===== src/rtl/sseg_scan_decoder.sv =====
// Receive-side decoder for a multiplexed active-low seven-segment bus: settles each strobed digit,
// decodes glyph + dp, reassembles 4-digit frames. Optional frame confirmation via SSEG_CONFIRM_EN.
module sseg_scan_decoder #(
    parameter int unsigned SETTLE = 4
) (
    input  logic        clk,
    input  logic        rst,
    input  logic [3:0]  an,
    input  logic [7:0]  sseg,
    output logic [15:0] value,
    output logic [3:0]  dp,
    output logic        frame_valid,
    output logic        digit_err,
    output logic [3:0]  seen
);
    localparam logic [7:0] SETTLE_W = 8'(SETTLE);

    typedef enum logic [1:0] {S_IDLE, S_SETTLING, S_CAPTURED} state_t;

    state_t      state_q, state_d;
    logic [11:0] prev_q, prev_d;
    logic [7:0]  cnt_q, cnt_d;
    logic [15:0] frame_q, frame_d;
    logic [3:0]  fdp_q, fdp_d;
    logic [3:0]  seen_q, seen_d;
    logic [15:0] value_q, value_d;
    logic [3:0]  dp_q, dp_d;
    logic        fv_q, fv_d;
    logic        err_q, err_d;
`ifdef SSEG_CONFIRM_EN
    logic [19:0] cand_q, cand_d;
    logic        cand_vld_q, cand_vld_d;
`endif

    logic [11:0] cur;
    logic        strobe_ok;
    logic [1:0]  idx;
    logic        legal;
    logic [3:0]  nib;
    logic        capture;

    always_comb begin
        cur       = {an, sseg};
        strobe_ok = 1'b1;
        idx       = 2'd0;
        case (an)
            4'b1110: idx = 2'd0;
            4'b1101: idx = 2'd1;
            4'b1011: idx = 2'd2;
            4'b0111: idx = 2'd3;
            default: strobe_ok = 1'b0;
        endcase

        legal = 1'b1;
        nib   = 4'h0;
        case (sseg[6:0])
            7'h40: nib = 4'h0;
            7'h79: nib = 4'h1;
            7'h24: nib = 4'h2;
            7'h30: nib = 4'h3;
            7'h19: nib = 4'h4;
            7'h12: nib = 4'h5;
            7'h02: nib = 4'h6;
            7'h78: nib = 4'h7;
            7'h00: nib = 4'h8;
            7'h10: nib = 4'h9;
            7'h08: nib = 4'hA;
            7'h03: nib = 4'hB;
            7'h46: nib = 4'hC;
            7'h21: nib = 4'hD;
            7'h06: nib = 4'hE;
            7'h0E: nib = 4'hF;
            default: legal = 1'b0;
        endcase
    end

    always_comb begin
        state_d = state_q;
        prev_d  = cur;
        cnt_d   = cnt_q;
        frame_d = frame_q;
        fdp_d   = fdp_q;
        seen_d  = seen_q;
        value_d = value_q;
        dp_d    = dp_q;
        fv_d    = 1'b0;
        err_d   = 1'b0;
        capture = 1'b0;
`ifdef SSEG_CONFIRM_EN
        cand_d     = cand_q;
        cand_vld_d = cand_vld_q;
`endif

        // A dwell continues only while the strobe stays valid and nothing changed;
        // anything else starts a fresh count at 1.
        if (!strobe_ok) begin
            state_d = S_IDLE;
            cnt_d   = 8'd0;
        end else if (state_q != S_IDLE && cur == prev_q) begin
            if (state_q == S_SETTLING) begin
                cnt_d = 8'(cnt_q + 8'd1);
            end
        end else begin
            state_d = S_SETTLING;
            cnt_d   = 8'd1;
        end

        if (strobe_ok && state_d == S_SETTLING && cnt_d == SETTLE_W) begin
            capture = 1'b1;
            state_d = S_CAPTURED;
        end

        if (capture) begin
            if (legal) begin
                frame_d[{idx, 2'b00} +: 4] = nib;
                fdp_d[idx]                 = ~sseg[7];
                seen_d[idx]                = 1'b1;
                if (seen_d == 4'hF) begin
                    seen_d = 4'h0;
`ifdef SSEG_CONFIRM_EN
                    if (cand_vld_q && cand_q == {frame_d, fdp_d}) begin
                        value_d = frame_d;
                        dp_d    = fdp_d;
                        fv_d    = 1'b1;
                    end
                    cand_d     = {frame_d, fdp_d};
                    cand_vld_d = 1'b1;
`else
                    value_d = frame_d;
                    dp_d    = fdp_d;
                    fv_d    = 1'b1;
`endif
                end
            end else begin
                err_d = 1'b1;
            end
        end
    end

    always_ff @(posedge clk or posedge rst) begin
        if (rst) begin
            state_q <= S_IDLE;
            prev_q  <= '0;
            cnt_q   <= '0;
            frame_q <= '0;
            fdp_q   <= '0;
            seen_q  <= '0;
            value_q <= '0;
            dp_q    <= '0;
            fv_q    <= 1'b0;
            err_q   <= 1'b0;
`ifdef SSEG_CONFIRM_EN
            cand_q     <= '0;
            cand_vld_q <= 1'b0;
`endif
        end else begin
            state_q <= state_d;
            prev_q  <= prev_d;
            cnt_q   <= cnt_d;
            frame_q <= frame_d;
            fdp_q   <= fdp_d;
            seen_q  <= seen_d;
            value_q <= value_d;
            dp_q    <= dp_d;
            fv_q    <= fv_d;
            err_q   <= err_d;
`ifdef SSEG_CONFIRM_EN
            cand_q     <= cand_d;
            cand_vld_q <= cand_vld_d;
`endif
        end
    end

    assign value       = value_q;
    assign dp          = dp_q;
    assign frame_valid = fv_q;
    assign digit_err   = err_q;
    assign seen        = seen_q;
endmodule


===== config.mk =====
export PLATFORM = sky130hd
export DESIGN_NAME = sseg_scan_decoder
export DESIGN_NICKNAME = d
export VERILOG_FILES = /design/src/rtl/sseg_scan_decoder.sv
export SDC_FILE = /design/constraint.sdc
export NUM_CORES = 1
export LEC_CHECK = 0
export ABC_AREA = 1
export CAP_MARGIN = 5
export CELL_PAD_IN_SITES_DETAIL_PLACEMENT = 0
export CELL_PAD_IN_SITES_GLOBAL_PLACEMENT = 1
export CORE_ASPECT_RATIO = 1.1
export CORE_MARGIN = 10
export CORE_UTILIZATION = 35
export DETAILED_ROUTE_END_ITERATION = 10
export PLACE_DENSITY_LB_ADDON = 0.1
export SYNTH_ARGS = -nofsm -noshare
export SYNTH_HDL_FRONTEND = slang
export SYNTH_SLANG_ARGS = --single-unit

===== constraint.sdc =====
create_clock -name clk -period 3.25 [get_ports clk]
set_clock_uncertainty 0.2 [all_clocks]
set_input_delay 0.8125 -clock clk [delete_from_list [all_inputs] [get_ports clk]]
set_output_delay 0.8125 -clock clk [all_outputs]
set_load 0.01 [all_outputs]

# Yosys cells after proc, flatten, opt, wreduce, memory -nomap -nowiden
# Index checks and enable logic that the tools add are counted.
[totals]
output_inout_bits = 26
regBits = 68
[classes]
mux = 21
bitwise = 2
eq_ne = 24
n_lt_le_gt_ge = 2
add_sub_neg = 2
shift = 2
reduce_logical = 10
[ops]
columns = ["operator", "n"]
rows = [
  ["one-hot mux 4 bit (15 select lines)", 1],
  ["== test 7 bit, second input constant", 4],
  ["two-way mux 8 bit", 3],
  ["== test 7 x 5 -> 1 bit, second input constant", 3],
  ["== test 7 x 6 -> 1 bit, second input constant", 3],
  ["bitwise mux 16 bit", 1],
  ["== test 4 bit, second input constant", 4],
  ["OR reduction 16 bit", 1],
  ["variable shift 4 x 6 -> 16 bit, first input constant", 1],
  ["variable part select 4 x 6 -> 16 bit", 1],
  ["== test 7 x 2 -> 1 bit, second input constant", 2],
  ["== test 7 x 4 -> 1 bit, second input constant", 2],
  ["== test 12 bit", 1],
  ["two-way mux 1 bit", 9],
  ["adder 8 x 1 -> 8 bit, second input constant", 1],
  ["== test 8 x 3 -> 1 bit, second input constant", 1],
  ["== test 7 x 3 -> 1 bit, second input constant", 1],
  ["zero test 7 bit", 1],
  ["two-way mux 2 bit", 3],
  ["negator 4 -> 6 bit", 1],
  ["one-hot mux 2 bit (3 select lines)", 1],
  ["bitwise mux 4 bit", 1],
  ["== test 2 x 1 -> 1 bit, second input constant", 2],
  ["== test 4 x 3 -> 1 bit, second input constant", 1],
  ["other kinds (11)", 14],
]

# Logic depth before layout (Yosys ltp)
# Gate-level depths: netlist of the first run.
[depth]
depth_word = 11
ltp_mapped = 17

# Worst setup path before layout of the first run
# OpenSTA, ideal clock, no wires.
[synth_path]
path_type = "in2reg"
startpoint = "input an[3]"
endpoint = "register dp_q[0] (netlist: dp[0])"
t_required_ns = 2.985
cell_stages = 10
path_buffers = 2
setup_ns = 0.065
path_slack_ns = 0.057
t_arrival_ns = 2.928
cell_sequence = "nand2_1 > inv_1 > a31oi_1 > ha_1 > nor2_1 > nor4_1 > clkbuf_1 > buf_2 > nand4_1 > nand2_1"
[synth_between]
elab_chain_cells = 9
elab_cells_between_ends = 27
cone_classes = "order compare (2); eq/ne (8); mux (10); bitwise (1); reduce/logical (6)"
[synth_rtl]
columns = ["item", "line", "rtl"]
rows = [
  ["start: declaration", "8", "input logic [3:0] an,"],
  ["== test 4 x 3 -> 1 bit, or another cell as far along", "46", "case (an)"],
  ["one-hot mux 2 bit (3 select lines), or another cell as far along", "46", ""],
  ["less-than comparator 2 x 3 -> 1 bit (implied by the code), or another cell as far along", "116, 117", ""],
  ["logical AND 1 bit (implied by the code) / two-way mux 2 bit (equally long branches)", "116, 117, 96", ""],
  ["two-way mux 1 bit (implied by the code) / == test 2 x 1 -> 1 bit (equally long branches)", "116, 117, 108", ""],
  ["demux 1 bit (select 2 bit) / logical AND 1 bit (equally long branches)", "116, 117, 108", ""],
  ["OR 4 bit (no source line) / logical AND 1 bit (equally long branches)", "n/a", ""],
  ["== test 4 bit / two-way mux 1 bit (equally long branches)", "118, 108", ""],
  ["AND reduction 3 bit (no source line)", "n/a", ""],
  ["end signal: assignment", "164", "dp_q <= dp_d;"],
  ["end: declaration", "27", "logic [3:0] dp_q, dp_d;"],
]
# Several ways; a longest one is shown, not always the timed one.
# A chain may end at the register's enable or synchronous reset.

# Worst setup path in the final report of the first run
[layout_path]
startpoint = "input an[1]"
endpoint = "register value_q[8] (netlist: value[8])"
[layout_between]
elab_chain_cells = 9
elab_cells_between_ends = 30
cone_classes = "add/sub (1); order compare (2); eq/ne (8); shift (2); mux (10); bitwise (1); reduce/logical (6)"
[layout_rtl]
columns = ["item", "line", "rtl"]
rows = [
  ["== test 4 x 3 -> 1 bit, or another cell as far along", "46", ""],
  ["one-hot mux 2 bit (3 select lines), or another cell as far along", "46", ""],
  ["less-than comparator 2 x 3 -> 1 bit (implied by the code), or another cell as far along", "117", "seen_d[idx] = 1'b1;"],
  ["logical AND 1 bit (implied by the code) / two-way mux 2 bit (equally long branches)", "117, 96", ""],
  ["two-way mux 1 bit (implied by the code) / == test 2 x 1 -> 1 bit (equally long branches)", "117, 108", ""],
  ["demux 1 bit (select 2 bit) / logical AND 1 bit (equally long branches)", "117, 108", ""],
  ["OR 4 bit (no source line) / logical AND 1 bit (equally long branches)", "n/a", ""],
  ["== test 4 bit / two-way mux 1 bit (equally long branches)", "118, 108", ""],
  ["AND reduction 3 bit (no source line)", "n/a", ""],
  ["end signal: assignment", "163", "value_q <= value_d;"],
  ["end: declaration", "26", "logic [15:0] value_q, value_d;"],
]
# Several ways; a longest one is shown, not always the timed one.

==> results of run 1 <==
==> power by group through the flow <==
stage          clock network [uW]  registers, uW  logic (uW)
2_1_floorplan                   0            877         117
3_5_place_dp                    0            879         219
6_report                      988            863         218
3_3_place_gp                    0            878         217
5_1_grt                      1050            864         246
4_1_cts                      1020            863         220
==> final cells by class <==
type                    instances  area, um^2
fillers                      1204        6050
multi-input cells             421        2010
flip-flops and latches         68        1700
repair buffers                 97         888
inverters                      67         251
clock buffers                   9         225
well taps                     150         188
clock inverters                 7        75.1
==> placed cells by master (no fill, tap or decap), types with 4 or more instances in the layout <==
master,count
clkdlybuf4s50_1,39
nor2_1,44
dfrtp_1,68
clkbuf_16,9
inv_2,8
a21oi_1,10
nor2_2,8
nand3_1,30
buf_12,5
ha_1,8
nand4_1,39
inv_1,56
nand2_1,237
nand2_2,4
nor3_1,6
buf_4,53
o21ai_0,14
==> kinds of logic (layout without fill, tap and decap cells) <==
| kind of cell | count (synthesis) | after routing |
|---|---|---|
| DFF | 68 | 68 |
| AOI/OAI and AO/OA | 29 | 29 |
| adders and majority gates | 8 | 8 |
| buffers and inverters | 80 | 180 |
| xor gates and xnor gates | 2 | 2 |
| and+or+nand+nor | 382 | 382 |
==> routing by layer <==
| metal | routed length (um) | part of all wire |
|---|---|---|
| met2 | 5600 | 0.50 |
| met5 | 0 | 0 |
| met3 | 379 | 0.034 |
| met1 | 5030 | 0.45 |
| met4 | 100 | 0.0090 |
==> flip-flops by register name, summed over array words and instances, names as in the netlist <==
| register | count |
|---|---|
| cnt_q | 8 |
| digit_err | 1 |
| dp | 4 |
| fdp_q | 4 |
| frame_q | 16 |
| frame_valid | 1 |
| prev_q | 12 |
| seen | 4 |
| state_q | 2 |
| value | 16 |
==> cell usage after synthesis, types with 3 or more instances <==
library cell and number:
nand2_1 237, dfrtp_1 68, inv_1 57, nor2_1 44
nand4_1 39, nand3_1 30, o21ai_0 14, a21oi_1 11
ha_1 8, nor2_2 8, inv_2 7, nor3_1 6
buf_4 5, nand2_2 4, buf_6 3, clkbuf_1 3
clkinv_1 3, nand3_2 3, nor2_4 3
==> per-stage QoR <==
step	setup WS, ns	cells	setup TNS [ns]
after global placement	-0.0953	803	-2.97
after global routing	0.0490	819	0
after floorplan	0.0570	569	0
final	0.258	819	0
after detailed placement	-0.107	803	-3.43
after CTS	0.222	819	0
==> worst register-to-register path: stages, from the launching register on <==
cell     delay [ns]
dfrtp_1        0.39
ha_1           0.20
nand3_1        0.12
nor2_1         0.21
nand2_1        0.09
nand3_1        0.14
nand2_1        0.08
nor2_2         0.13
nand2_2        0.09
buf_12         0.14
nor2_8         0.12
and3_4         0.34
nand2_1        0.09
nand2_1        0.06
==> worst min-delay path by stage <==
| stage | startpoint | endpoint | slack (ns) | cells after the start |
|---|---|---|---|---|
| global route | frame_q[12] | frame_q[12] | 0.30 | 2 |
| floorplan | frame_q[0] | frame_q[0] | 0.25 | 2 |
| global placement | frame_q[4] | frame_q[4] | 0.26 | 2 |
| finish | frame_q[3] | frame_q[3] | 0.28 | 2 |
| CTS | frame_q[6] | frame_q[6] | 0.28 | 2 |
| detailed placement | frame_q[10] | frame_q[10] | 0.27 | 2 |
==> results.py, run 1 <==
metrics = {
    "run_status": {
        "status": "finished clean",
    },
    "route": {
        "drc": 0,
        "drtAntennaViolNets": 0,
        "viasPerCell": 4.67,
        "drt_iter0_markers": 124,
        "wirelength_um": 11100,
        "post_drt_wl_per_cell_um": 13.6,
        "first_pass_iters": 4,
        "route.vias.total": 3827,
    },
    "floorplanning": {
        "start_util": 0.354,
        "dieArea_um2": 16200,
        "ioPinCount": 40,
        "core_area_um2": 11400,
        "die_x_um": 122,
        "row_count": 41,
        "die_y_um": 133,
    },
    "synthesis": {
        "ys_seq_area_frac": 0.422,
        "synth-compound-area-share": 0.0378,
        "synth.area.top_cells": "dfrtp_1, nand2_1, nand4_1",
        "synth_top_family_by_area": "simple AND/OR/NAND/NOR gates",
        "synthSimpleGateAreaFrac": 0.426,
        "yosysUniqueCellTypes": 33,
        "synth_area_um2": 4040,
        "syn-num-nets": 591,
        "synth.top_cell.area_share": 0.422,
        "synth-xor-area-share": 0.00434,
        "synthArstFlopShare": 1.00,
        "synthAdderAreaFrac": 0.0248,
        "synth-seq-cells": 68,
        "avgSynthCellArea_um2": 7.09,
        "synth-main-ff-cell": "dfrtp_1",
        "syn_inst": 569,
        "muxShareOfSynthArea": 0,
        "yosysWarnings": 0,
        "synth_top_cell_by_area": "dfrtp_1",
        "synth_edf_count": 0,
    },
    "clock_network": {
        "cts_resized": 0,
        "path_clk_slew_ns": 0.06,
        "cts_buffers": 9,
        "post_cts_buffers": 0,
        "cts.sinks": 68,
        "clockRootBuffer": "clkbuf_16",
        "clk-insertion-delay-late_ns": 0.34,
        "hold_buffers": 0,
        "htreeDepth": 3,
        "clockBufferDepth": 2,
        "cts_tree": "yes",
    },
    "power": {
        "intPower_uw": 1540,
        "swShare": 0.257,
        "pwr-share-seq": 0.417,
        "p_per_area_nw_per_um2": 388,
        "p_comb_frac": 0.105,
        "irDropWorstVdd_uv": 259,
        "power.leakage_uw": 0.00287,
        "clkPwrFrac": 0.478,
        "power.total_uw": 2070,
        "power.switching_uw": 532,
    },
    "grt": {
        "overflow": 0,
        "grt_use_met2": 0.251,
        "first_global_vias": 4010,
        "grt_max_degree": 69,
        "grt-busiest-layer": "met2",
        "grt_use_met1": 0.179,
        "grtUsageMet3": 0.0323,
        "antenna_found_initial": 0,
        "grt_pass1_wl_um": 19400,
        "grt_usage": 0.147,
    },
    "worst_setup_path": {
        "path_delay_family": "buffers and inverters",
        "reg2reg_depth": 13,
        "reg2reg_slack_ns": 0.80,
        "worstSetupEndpointType": "flop",
        "cp-endpoint": "value[8]",
        "r2r_start": "cnt_q[0]",
        "cp_common_cell": "nand2_1",
        "critPathSlowestCell": "clkdlybuf4s50_1",
        "critPathMaxStageDelay_ns": 0.52,
        "startpoint_type": "primary input",
        "crit_fanout": 19,
        "setup.worst_path.start": "an[1]",
        "cp.arrival_ns": 3.02,
        "path_depth": 13,
        "crit_type": "in -> reg",
        "cp_data_required_time_ns": 3.28,
        "critPathBufInv": 5,
        "timing.rr.end": "frame_q[15]",
        "path_cells": "clkdlybuf4s50_1 > nand2_1 > buf_4 > nand3b_4 > inv_1 > ha_1 > nor2_1 > nor4_2 > buf_4 > nand4_4 > buf_12 > nand2_1 > nand2_1",
    },
    "finish": {
        "design_area_um2": 5340,
        "layout.nets": 686,
        "syn2layout_area_growth_pct": 32.2,
        "drive_above_1_share": 0.161,
        "n_antenna_cell": 0,
        "finalCoreUtilization": 0.469,
    },
    "placement": {
        "place_hpwl_um": 8400,
        "dpl_cell_area_um2": 5030,
        "gp_congestion": 0.823,
        "port_buffers": 39,
    },
    "timing": {
        "clock.fmax_mhz": 334,
        "tightest_slew_ns": 0.379,
        "relSlewSlack": 0.748,
        "finalMaxSlewViolations": 0,
        "fin_crit_sh": 0.921,
        "period_minus_slack_ns": 2.99,
        "setup_viol": 0,
        "final_hold_viol_count": 0,
        "rsz0062_at_grt": "no",
        "whs_ns": 0.277,
    },
    "worst_hold_path": {
        "hold_path_class": "reg -> reg",
    },
    "job": {
        "maxCapViolations": 0,
    },
}
(Power assumes the default switching activity.)
==> inputs of run 2 (changes only) <==
Settings changed: CORE_MARGIN 10 to 2.
==> run 2 against run 1 <==
  * Register-to-register slack worse by 0.04 ns
  * Clock power grew 14%
  * Final cell count up 0.24%
  * Non-clock buffer count is 2 higher
  * Combinational power is 2% higher
  * First-iteration DRC count rose by 120%
  * Critical path type unchanged
  * Largest power group unchanged
  * Highest routed layer unchanged
==> results.py, run 2 (synthesis gave the netlist of run 1 again) <==
metrics = {
    "run_status": {
        "status": "finished clean",
    },
    "route": {
        "viasPerCell": 4.76,
        "drtAntennaViolNets": 0,
        "drc": 0,
        "wirelength_um": 11100,
        "drt_iter0_markers": 276,
        "route.vias.total": 3912,
        "post_drt_wl_per_cell_um": 13.6,
        "first_pass_iters": 7,
    },
    "worst_hold_path": {
        "hp-start": "fdp_q[3]",
        "hold_path_end": "fdp_q[3]",
        "hold_path_class": "reg -> reg",
        "whs_path_depth": 2,
    },
    "finish": {
        "design_area_um2": 5390,
        "drive_above_1_share": 0.161,
        "layout_common_cells": "nand2_1, dfrtp_1, inv_1, buf_4, nor2_1",
        "syn2layout_area_growth_pct": 33.5,
        "layoutNonFillerInstCount": 821,
        "n_antenna_cell": 0,
        "layout.nets": 688,
        "mostFrequentLayoutCell": "nand2_1",
    },
    "worst_setup_path": {
        "cp_data_required_time_ns": 3.33,
        "startpoint_type": "primary input",
        "crit_type": "in -> reg",
        "reg2reg_depth": 13,
        "reg2reg_slack_ns": 0.76,
        "worstSetupEndpointType": "flop",
        "timing.rr.end": "frame_q[9]",
        "crit_fanout": 20,
        "cp.arrival_ns": 3.10,
        "r2r_start": "cnt_q[0]",
    },
    "power": {
        "irDropWorstVdd_uv": 221,
        "p_per_area_nw_per_um2": 411,
        "power.leakage_uw": 0.00289,
    },
    "floorplanning": {
        "core_area_um2": 11300,
        "start_util": 0.356,
        "row_count": 41,
        "ioPinCount": 40,
        "die_y_um": 117,
        "dieArea_um2": 12400,
        "die_x_um": 106,
    },
    "placement": {
        "place_hpwl_um": 8430,
        "gp_congestion": 0.840,
        "port_buffers": 39,
        "dp.cells": 805,
        "dpl_cell_area_um2": 5040,
    },
    "clock_network": {
        "post_cts_buffers": 0,
        "cts.sinks": 68,
        "clk-insertion-delay-late_ns": 0.34,
        "clockRootBuffer": "clkbuf_16",
        "cts_tree": "yes",
        "cts_buffers": 9,
        "path_clk_slew_ns": 0.06,
        "clockBufferDepth": 2,
        "htreeDepth": 3,
    },
    "timing": {
        "fin_crit_sh": 0.929,
        "rsz0062_at_grt": "no",
        "final_hold_viol_count": 0,
        "period_minus_slack_ns": 3.02,
        "tightest_slew_ns": 0.539,
        "clock.fmax_mhz": 331,
        "setup_viol": 0,
        "relSlewSlack": 0.640,
        "finalMaxSlewViolations": 0,
    },
    "grt": {
        "antenna_found_initial": 0,
        "grt_usage": 0.197,
        "first_global_vias": 3852,
        "grt_pass1_wl_um": 18900,
        "overflow": 0,
        "grt_max_degree": 30,
    },
    "job": {
        "maxCapViolations": 0,
    },
}
## run 2: power by group
part / internal (uW) / total, uW / switching (uW)
combinational: 86.7 / 223 / 137
clock: 751 / 1130 / 376
sequential: 857 / 864 / 7.16
## run 2: how the worst max path moves through the flow
| stage | startpoint | end | cells after the start |
|---|---|---|---|
| 2_1_floorplan | an[3] | dp[0] | 10 |
| 3_3_place_gp | sseg[2] | frame_q[3] | 15 |
| 3_5_place_dp | sseg[2] | frame_q[9] | 15 |
| 4_1_cts | sseg[2] | frame_q[9] | 15 |
| 5_1_grt | an[3] | frame_q[9] | 14 |
| 6_report | sseg[2] | frame_q[9] | 15 |
## run 2: final cells by class
cell class | instances | area (um^2)
clock buffers | 10 | 229
clock inverters | 6 | 111
fillers | 1165 | 5950
inverters | 67 | 251
multi-input cells | 421 | 2000
flip-flops and latches | 68 | 1700
well taps | 150 | 188
repair buffers | 99 | 903
## run 2: timing repair
item | CTS | global route
hold buffers | 0 | 0
resized for setup | 0 | 1
setup endpoints to repair | 0 | 3
## run 2: stage by stage
stage / hold slack, ns / power, uW / worst slack, ns / utilization / setup TNS (ns)
after floorplan: 0.249 / 994 / 0.0570 / - / 0
after global placement: 0.263 / 1100 / -0.112 / 0.445 / -3.46
after detailed placement: 0.265 / 1100 / -0.131 / 0.445 / -4.39
after CTS: 0.281 / 2250 / 0.210 / 0.475 / 0
after global routing: 0.297 / 2300 / 0.00930 / 0.475 / 0
final: 0.279 / 2210 / 0.231 / 0.475 / 0
## run 2: routing by layer
layer	up-vias	GRT usage	part of all wire
met5	-	0	0
met4	0	0.0781	0.017
met3	12	0.0313	0.029
met2	68	0.341	0.50
met1	1834	0.248	0.45
li1	1998	-	-
## run 2: critical path, cell delays in order
cell             delay, ns
clkdlybuf4s50_1       0.57
inv_2                 0.09
nand2_2               0.07
nand2_1               0.07
nor2_2                0.12
inv_1                 0.05
nor2_2                0.24
nand3_2               0.11
nand2_2               0.09
nand2_2               0.06
buf_4                 0.15
nor2_8                0.12
and3_4                0.36
nand2_1               0.09
nand2_1               0.06
==> inputs of run 3 (changes only) <==
Settings changed: SLEW_MARGIN from default to 0.
==> results of run 3 <==
No change in the layout: final DEF, timing and power equal those of run 2.
